[config.mk]
export PLATFORM = sky130hd
export DESIGN_NAME = multicycle_main_ctrl
export DESIGN_NICKNAME = d
export VERILOG_FILES = /design/src/rtl/multicycle_main_ctrl_pkg.sv /design/src/rtl/multicycle_main_ctrl.sv
export SDC_FILE = /design/constraint.sdc
export NUM_CORES = 1
export LEC_CHECK = 0
export CAP_MARGIN = 20
export CORE_MARGIN = 4
export CORE_UTILIZATION = 34
export DETAILED_ROUTE_END_ITERATION = 8
export HOLD_SLACK_MARGIN = 0.02
export PLACE_DENSITY = 0.72
export SETUP_SLACK_MARGIN = 0.3
export SYNTH_ARGS = -nofsm -noshare
export SYNTH_HDL_FRONTEND = slang
export SYNTH_SLANG_ARGS = --single-unit
[constraint.sdc]
create_clock -name clk_i -period 1.5 [get_ports clk_i]
set_clock_uncertainty 0.1 [all_clocks]
set_input_delay 0.225 -clock clk_i [delete_from_list [all_inputs] [get_ports clk_i]]
set_output_delay 0.225 -clock clk_i [all_outputs]
set_load 0.01 [all_outputs]
[src/rtl/multicycle_main_ctrl_pkg.sv]
// Shared constants for the multi-cycle MIPS main control, the ALU control
// decoder and the datapath: opcodes, ALU_OP encodings, mux selects, state codes.
package multicycle_main_ctrl_pkg;

  // Opcode field values
  localparam logic [5:0] OP_RTYPE = 6'b000000;
  localparam logic [5:0] OP_LW    = 6'b100011;
  localparam logic [5:0] OP_SW    = 6'b101011;
  localparam logic [5:0] OP_BEQ   = 6'b000100;
  localparam logic [5:0] OP_J     = 6'b000010;
  localparam logic [5:0] OP_ADDI  = 6'b001000;

  // ALU_OP encodings seen by the ALU control decoder
  localparam logic [1:0] ALUOP_ADD   = 2'b00;
  localparam logic [1:0] ALUOP_SUB   = 2'b01;
  localparam logic [1:0] ALUOP_FUNCT = 2'b10;

  // ALUSrcB selects
  localparam logic [1:0] SRCB_REG   = 2'b00;
  localparam logic [1:0] SRCB_FOUR  = 2'b01;
  localparam logic [1:0] SRCB_IMM   = 2'b10;
  localparam logic [1:0] SRCB_IMMSH = 2'b11;

  // PCSource selects
  localparam logic [1:0] PCSRC_ALU    = 2'b00;
  localparam logic [1:0] PCSRC_ALUOUT = 2'b01;
  localparam logic [1:0] PCSRC_JUMP   = 2'b10;

  // State codes (also exported on the State debug port)
  typedef enum logic [3:0] {
    ST_IDLE      = 4'd0,
    ST_FETCH     = 4'd1,
    ST_DECODE    = 4'd2,
    ST_MEM_ADDR  = 4'd3,
    ST_MEM_RD    = 4'd4,
    ST_MEM_WB    = 4'd5,
    ST_MEM_WR    = 4'd6,
    ST_R_EXEC    = 4'd7,
    ST_R_WB      = 4'd8,
    ST_BRANCH    = 4'd9,
    ST_JUMP      = 4'd10,
    ST_ADDI_EXEC = 4'd11,
    ST_ADDI_WB   = 4'd12
  } state_e;

  // True when the opcode is one this controller executes
  function automatic logic op_supported(input logic [5:0] op, input logic en_addi);
    logic ok;
    ok = 1'b0;
    case (op)
      OP_RTYPE, OP_LW, OP_SW, OP_BEQ, OP_J: ok = 1'b1;
      OP_ADDI:                              ok = en_addi;
      default:                              ok = 1'b0;
    endcase
    return ok;
  endfunction

endpackage

[src/rtl/multicycle_main_ctrl.sv]
// Multi-cycle MIPS main control FSM. Steps each instruction through
// fetch/decode/execute/memory/writeback and drives datapath enables, mux
// selects and ALU_OP. Memory accesses stall on Mem_Ready.
//
// Handshake: a memory access (FETCH, MEM_RD, MEM_WR) holds its request
// asserted until the cycle in which Mem_Ready=1; that cycle completes the
// access and the FSM leaves the state on the following clock edge.
module multicycle_main_ctrl
  import multicycle_main_ctrl_pkg::*;
#(
  parameter logic ENABLE_ADDI = 1'b1
) (
  input  logic       clk_i,
  input  logic       rst_i,
  input  logic [5:0] Op,
  input  logic       Mem_Ready,
  output logic       PCWrite,
  output logic       PCWriteCond,
  output logic [1:0] PCSource,
  output logic       IorD,
  output logic       MemRead,
  output logic       MemWrite,
  output logic       IRWrite,
  output logic       MemtoReg,
  output logic       RegDst,
  output logic       RegWrite,
  output logic       ALUSrcA,
  output logic [1:0] ALUSrcB,
  output logic [1:0] ALU_OP,
  output logic       Instr_Done,
  output logic       Illegal_Op,
  output logic [3:0] State
);

  state_e r_state;
  state_e w_next;
  logic   w_supported;

  assign w_supported = op_supported(Op, ENABLE_ADDI);
  assign State       = r_state;

  // State register; reset drops straight to IDLE, abandoning any instruction
  always_ff @(posedge clk_i or posedge rst_i) begin
    if (rst_i) r_state <= ST_IDLE;
    else       r_state <= w_next;
  end

  // Next-state: opcode dispatch in DECODE, stalls on Mem_Ready in memory states
  always_comb begin
    w_next = ST_IDLE;
    case (r_state)
      ST_IDLE:      w_next = ST_FETCH;
      ST_FETCH:     w_next = Mem_Ready ? ST_DECODE : ST_FETCH;
      ST_DECODE: begin
        case (Op)
          OP_RTYPE:      w_next = ST_R_EXEC;
          OP_LW, OP_SW:  w_next = ST_MEM_ADDR;
          OP_BEQ:        w_next = ST_BRANCH;
          OP_J:          w_next = ST_JUMP;
          OP_ADDI:       w_next = ENABLE_ADDI ? ST_ADDI_EXEC : ST_FETCH;
          default:       w_next = ST_FETCH;
        endcase
      end
      ST_MEM_ADDR:  w_next = (Op == OP_LW) ? ST_MEM_RD : ST_MEM_WR;
      ST_MEM_RD:    w_next = Mem_Ready ? ST_MEM_WB : ST_MEM_RD;
      ST_MEM_WB:    w_next = ST_FETCH;
      ST_MEM_WR:    w_next = Mem_Ready ? ST_FETCH : ST_MEM_WR;
      ST_R_EXEC:    w_next = ST_R_WB;
      ST_R_WB:      w_next = ST_FETCH;
      ST_BRANCH:    w_next = ST_FETCH;
      ST_JUMP:      w_next = ST_FETCH;
      ST_ADDI_EXEC: w_next = ST_ADDI_WB;
      ST_ADDI_WB:   w_next = ST_FETCH;
      default:      w_next = ST_IDLE;
    endcase
  end

  // Output decode from state; FETCH write enables and MEM_WR completion gated by Mem_Ready
  always_comb begin
    PCWrite     = 1'b0;
    PCWriteCond = 1'b0;
    PCSource    = PCSRC_ALU;
    IorD        = 1'b0;
    MemRead     = 1'b0;
    MemWrite    = 1'b0;
    IRWrite     = 1'b0;
    MemtoReg    = 1'b0;
    RegDst      = 1'b0;
    RegWrite    = 1'b0;
    ALUSrcA     = 1'b0;
    ALUSrcB     = SRCB_REG;
    ALU_OP      = ALUOP_ADD;
    Instr_Done  = 1'b0;
    Illegal_Op  = 1'b0;
    case (r_state)
      ST_FETCH: begin
        MemRead = 1'b1;
        ALUSrcB = SRCB_FOUR;
        IRWrite = Mem_Ready;
        PCWrite = Mem_Ready;
      end
      ST_DECODE: begin
        ALUSrcB    = SRCB_IMMSH;
        Illegal_Op = ~w_supported;
      end
      ST_MEM_ADDR, ST_ADDI_EXEC: begin
        ALUSrcA = 1'b1;
        ALUSrcB = SRCB_IMM;
      end
      ST_MEM_RD: begin
        MemRead = 1'b1;
        IorD    = 1'b1;
      end
      ST_MEM_WR: begin
        MemWrite   = 1'b1;
        IorD       = 1'b1;
        Instr_Done = Mem_Ready;
      end
      ST_MEM_WB: begin
        RegWrite   = 1'b1;
        MemtoReg   = 1'b1;
        Instr_Done = 1'b1;
      end
      ST_R_EXEC: begin
        ALUSrcA = 1'b1;
        ALU_OP  = ALUOP_FUNCT;
      end
      ST_R_WB: begin
        RegWrite   = 1'b1;
        RegDst     = 1'b1;
        Instr_Done = 1'b1;
      end
      ST_BRANCH: begin
        ALUSrcA     = 1'b1;
        ALU_OP      = ALUOP_SUB;
        PCWriteCond = 1'b1;
        PCSource    = PCSRC_ALUOUT;
        Instr_Done  = 1'b1;
      end
      ST_JUMP: begin
        PCWrite    = 1'b1;
        PCSource   = PCSRC_JUMP;
        Instr_Done = 1'b1;
      end
      ST_ADDI_WB: begin
        RegWrite   = 1'b1;
        Instr_Done = 1'b1;
      end
      default: ;
    endcase
  end

endmodule

==> impl_metrics.yaml, run 1 <==
placement:
  dp_hpwl_um: 1560
  gp_routability_congestion: 0.862
  dp_slack_ns: -0.626
  portBuffers: 30
clock_tree:
  h-tree-depth: 1
  clockBufferDepth: 2
  postCtsHoldBufs: 0
  clock_sinks: 4
  cts_buffers: 3
  cts_root_buffer: "clkbuf_4"
status:
  error_line: "[ERROR DPL-0038] Utilization greater than 100%, impossible to legalize"
  outcome: "did not finish"
  haltStage: "5_1_grt"
logic_synthesis:
  yosysWarnings: 0
  synth_fp_nets: 85
  synth-edff-count: 0
  synth_commonest_cells: "nor2_1 (11), nand2b_1 (7), nor3_1 (6), o21ai_0 (6), buf_2 (5)"
  yosys-top-cells-area: "dfrtp_1 (18%), nand2b_1 (7.8%), nor2_1 (7.3%)"
  avgSynthCellArea_sq_um: 7.39
  ys_ff_latch: 4
  syn_inst: 76
  syn_area_sq_um: 562
  yosysTopAreaCellShare: 0.178
  synthFlopType: "dfrtp_1"
  yosysSeqAreaShare: 0.178
  ys_types: 32
  synth.most_common_cell: "nor2_1"
  async_reset_ff_frac: 1.00
  synth_top_area_cell: "dfrtp_1"
die:
  core.rowCount: 14
  io_pins: 31
  die_y_um: 48.7
  die_x_um: 48.7
  start_util: 0.364
sta:
  worstEndpointGrtRepair: "Illegal_Op"
  worst-ep-kind: "top-level output"
global_routing:
  grt_max_degree: 16
## kinds of logic after synthesis
group | share of synthesized area
xor gates and xnor gates | 0.0312
DFF | 0.178
muxes | 0.0200
and+or+nand+nor | 0.390
AOI/OAI and AO/OA | 0.283
buffers and inverters | 0.0980
## timing repair
action / in CTS
hold endpoints to repair: 0
setup endpoints to repair: 26
setup buffers: 18
pin swaps: 13
resized for setup: 136
## per-stage QoR
| step | area, sq um | instances |
|---|---|---|
| floorplan | 689 | 76 |
| CTS | 1430 | 166 |
| global placement | 1160 | 144 |
| detailed placement | 1160 | 144 |
==> inputs of run 2 (changes only) <==
- CORE_AREA: unset -> 4 4 65 67
- CORE_MARGIN: 4 -> unset
- CORE_UTILIZATION: 34 -> unset
- DIE_AREA: unset -> 0 0 69 71
- HOLD_SLACK_MARGIN: 0.02 -> unset
- PLACE_DENSITY: 0.72 -> unset
- PLACE_DENSITY_LB_ADDON: unset -> 0.15
- SETUP_SLACK_MARGIN: 0.3 -> unset
==> run 2 against run 1 <==
The flow now finishes, with violations (negative setup slack). Synthesized cell count unchanged. Area after synthesis unchanged.
==> impl_metrics.yaml, run 2 <==
worst_hold_path:
  hold_path_class: "in2async"
sta:
  max_freq_mhz: 591
  drv_slew: 0
  worst_pin_slew_ns: 0.287
  period_needed_ns: 1.69
  setup_viol: 16
  rsz0062_at_grt: "true"
  maxSlewHeadroom: 0.806
  hold_viol_final: 0
  fin_crit_sh: 1.13
  fin_ws_ns: -0.191
drt:
  route.detailed.drc: 0
  ant_nets: 0
  routed-wl-met2_um: 1160
  viasPerCell: 4.25
  drtIter0Drc: 11
  vias: 812
  wl_met1_um: 895
  wl_um: 2140
  wl_met3_um: 62
  first_pass_iters: 3
  post_drt_wl_per_cell_um: 11.2
  top_layer: "met4"
clock_tree:
  clockBufferDepth: 2
  cts_tree: "built"
  cts_buffers: 3
  cts_root_buffer: "clkbuf_8"
  clk_latency_ns: 0.21
  h-tree-depth: 1
  clock_sinks: 4
  clk_pin_slew_ns: 0.03
logic_synthesis:
  synthAdderAreaFrac: 0
  synthMuxAreaShare: 0.0200
  synth_fp_nets: 85
  async_reset_ff_frac: 1.00
  synth.most_common_cell: "nor2_1"
  ys_types: 32
  yosysSeqAreaShare: 0.178
  syn_inst: 76
  synth_top_family_by_area: "simple AND/OR/NAND/NOR gates"
  yosys-top-cells-area: "dfrtp_1 (18%), nand2b_1 (7.8%), nor2_1 (7.3%)"
  synth-compound-area-share: 0.283
  synth_top_area_cell: "dfrtp_1"
  yosys.area_share.simple: 0.390
  yosysTopAreaCellShare: 0.178
  avgSynthCellArea_sq_um: 7.39
  synth-edff-count: 0
  yosysWarnings: 0
  ys_ff_latch: 4
  synth_xor_area_frac: 0.0312
  synthFlopType: "dfrtp_1"
  syn_area_sq_um: 562
  synth_commonest_cells: "nor2_1 (11), nand2b_1 (7), nor3_1 (6), o21ai_0 (6), buf_2 (5)"
cells_and_area:
  syn_to_final_growth_pct: 137
  layout.nets: 154
  postLayoutCellArea_sq_mm: 0.00133
  mostFrequentLayoutCells: "buf_4 (30), buf_6 (18), buf_2 (13)"
  largest_register_ff_count: 4
  layout_commonest_cell: "buf_4"
  antenna_cells: 0
  drive_gt1_frac: 0.643
global_routing:
  grt-ovfl-total: 0
  grt_pass1_vias: 821
  antenna_found_initial: 0
  grt_max_degree: 11
  grt_pass1_wl_um: 3550
  track_usage: 0.0853
setup_path:
  max_stage_delay_ns: 0.44
  regToRegSetupSlack_ns: -0.04
  critPathLaunchType: "flop"
  worstSetupEndpointType: "output port"
  cp_data_required_time_ns: 1.17
  slowest_stage: "dfrtp_2"
  path_cells: "nand3b_1 > mux2_4 > nor2_2 > buf_2"
  path_class: "reg2out"
  cp_max_fo: 7
  timing.rr.end: "State[0]"
  r2r-start: "State[3]"
  critical_path_arrival_ns: 1.37
  r2r_cells: 6
placement:
  gp_routability_congestion: 0.711
  dp_slack_ns: -0.653
  dpl_cell_area_sq_mm: 0.00111
  dp_hpwl_um: 1660
  portBuffers: 30
power:
  leakage_nw: 0.622
  ir_drop_uv: 409
  power.density_mw_per_mm2: 1740
die:
  io_pins: 31
  core_area_sq_mm: 0.00363
  die-area_sq_mm: 0.00490
  start_util: 0.155
  die_x_um: 69
  core.rowCount: 22
  die_y_um: 71
status:
  failed_checks: "negative setup slack"
  outcome: "finished, violations left"
flow_run:
  drv_cap: 0
==> run 2: cell counts after synthesis <==
No cell type changed its count.
==> run 2: cell type report <==
cell class | instances | area, sq um
Timing Repair Buffer | 72 | 588
Tap cell | 48 | 60.1
Fill cell | 405 | 2300
Inverter | 1 | 3.75
Clock buffer | 3 | 41.3
Sequential cell | 4 | 105
Multi-Input combinational cell | 63 | 534
==> run 2: kinds of logic after synthesis <==
group,after synthesis
AOI/OAI and AO/OA,22
xor gates and xnor gates,2
buffers and inverters,9
DFF,4
muxes,1
and+or+nand+nor,38
==> run 2: timing repair <==
action                     CTS  global route
hold buffers                 0             0
buffers inserted             7             4
setup endpoints to repair   25            19
hold endpoints to repair     0             0
cloned                       0             0
resized for setup          106            31
pin swaps                    9             9
==> run 2: routing by layer <==
metal	GRT usage	vias up
li1	-	412
met1	0.0958	380
met2	0.163	18
met4	0.0325	0
met5	0	-
met3	0.00994	2
==> run 2: stage by stage <==
stage	total power [mW]	hold WS, ns	TNS [ns]	instances	util
after floorplan	0.897	-0.109	0	76	-
final	2.32	0.102	-1.38	191	0.367
after global placement	1.74	0.329	-8.11	177	0.304
after detailed placement	1.74	0.335	-8.32	177	0.304
after global routing	2.49	0.142	-2.58	191	0.367
after CTS	2.08	0.112	-1.88	187	0.331
==> run 2: how the worst max path moves through the flow <==
| stage | startpoint | end | slack, ns | depth (start not counted) |
|---|---|---|---|---|
| after floorplan | State[0] | PCWrite | 0.005 | 4 |
| after global placement | Op[1] | Illegal_Op | -0.66 | 5 |
| after detailed placement | Mem_Ready | PCWrite | -0.65 | 5 |
| after CTS | State[0] | Illegal_Op | -0.22 | 4 |
| after global routing | State[1] | PCWrite | -0.26 | 4 |
| final | State[1] | PCWrite | -0.19 | 4 |
==> run 2: worst max-delay path, delay by kind of cell, from the launching register on <==
kind	cells	cell delay [ns]
DFF	1	0.44
buffers and inverters	1	0.13
and+or+nand+nor	2	0.30
muxes	1	0.29
==> run 2: power breakdown <==
group          leakage, nW  internal, mW  switching, mW
clock network       0.0216         0.170         0.0487
registers           0.0450         0.161         0.0826
logic                0.555          1.05          0.806
total                0.622          1.38          0.937
No activity file was read; power rests on OpenSTA's default activity.
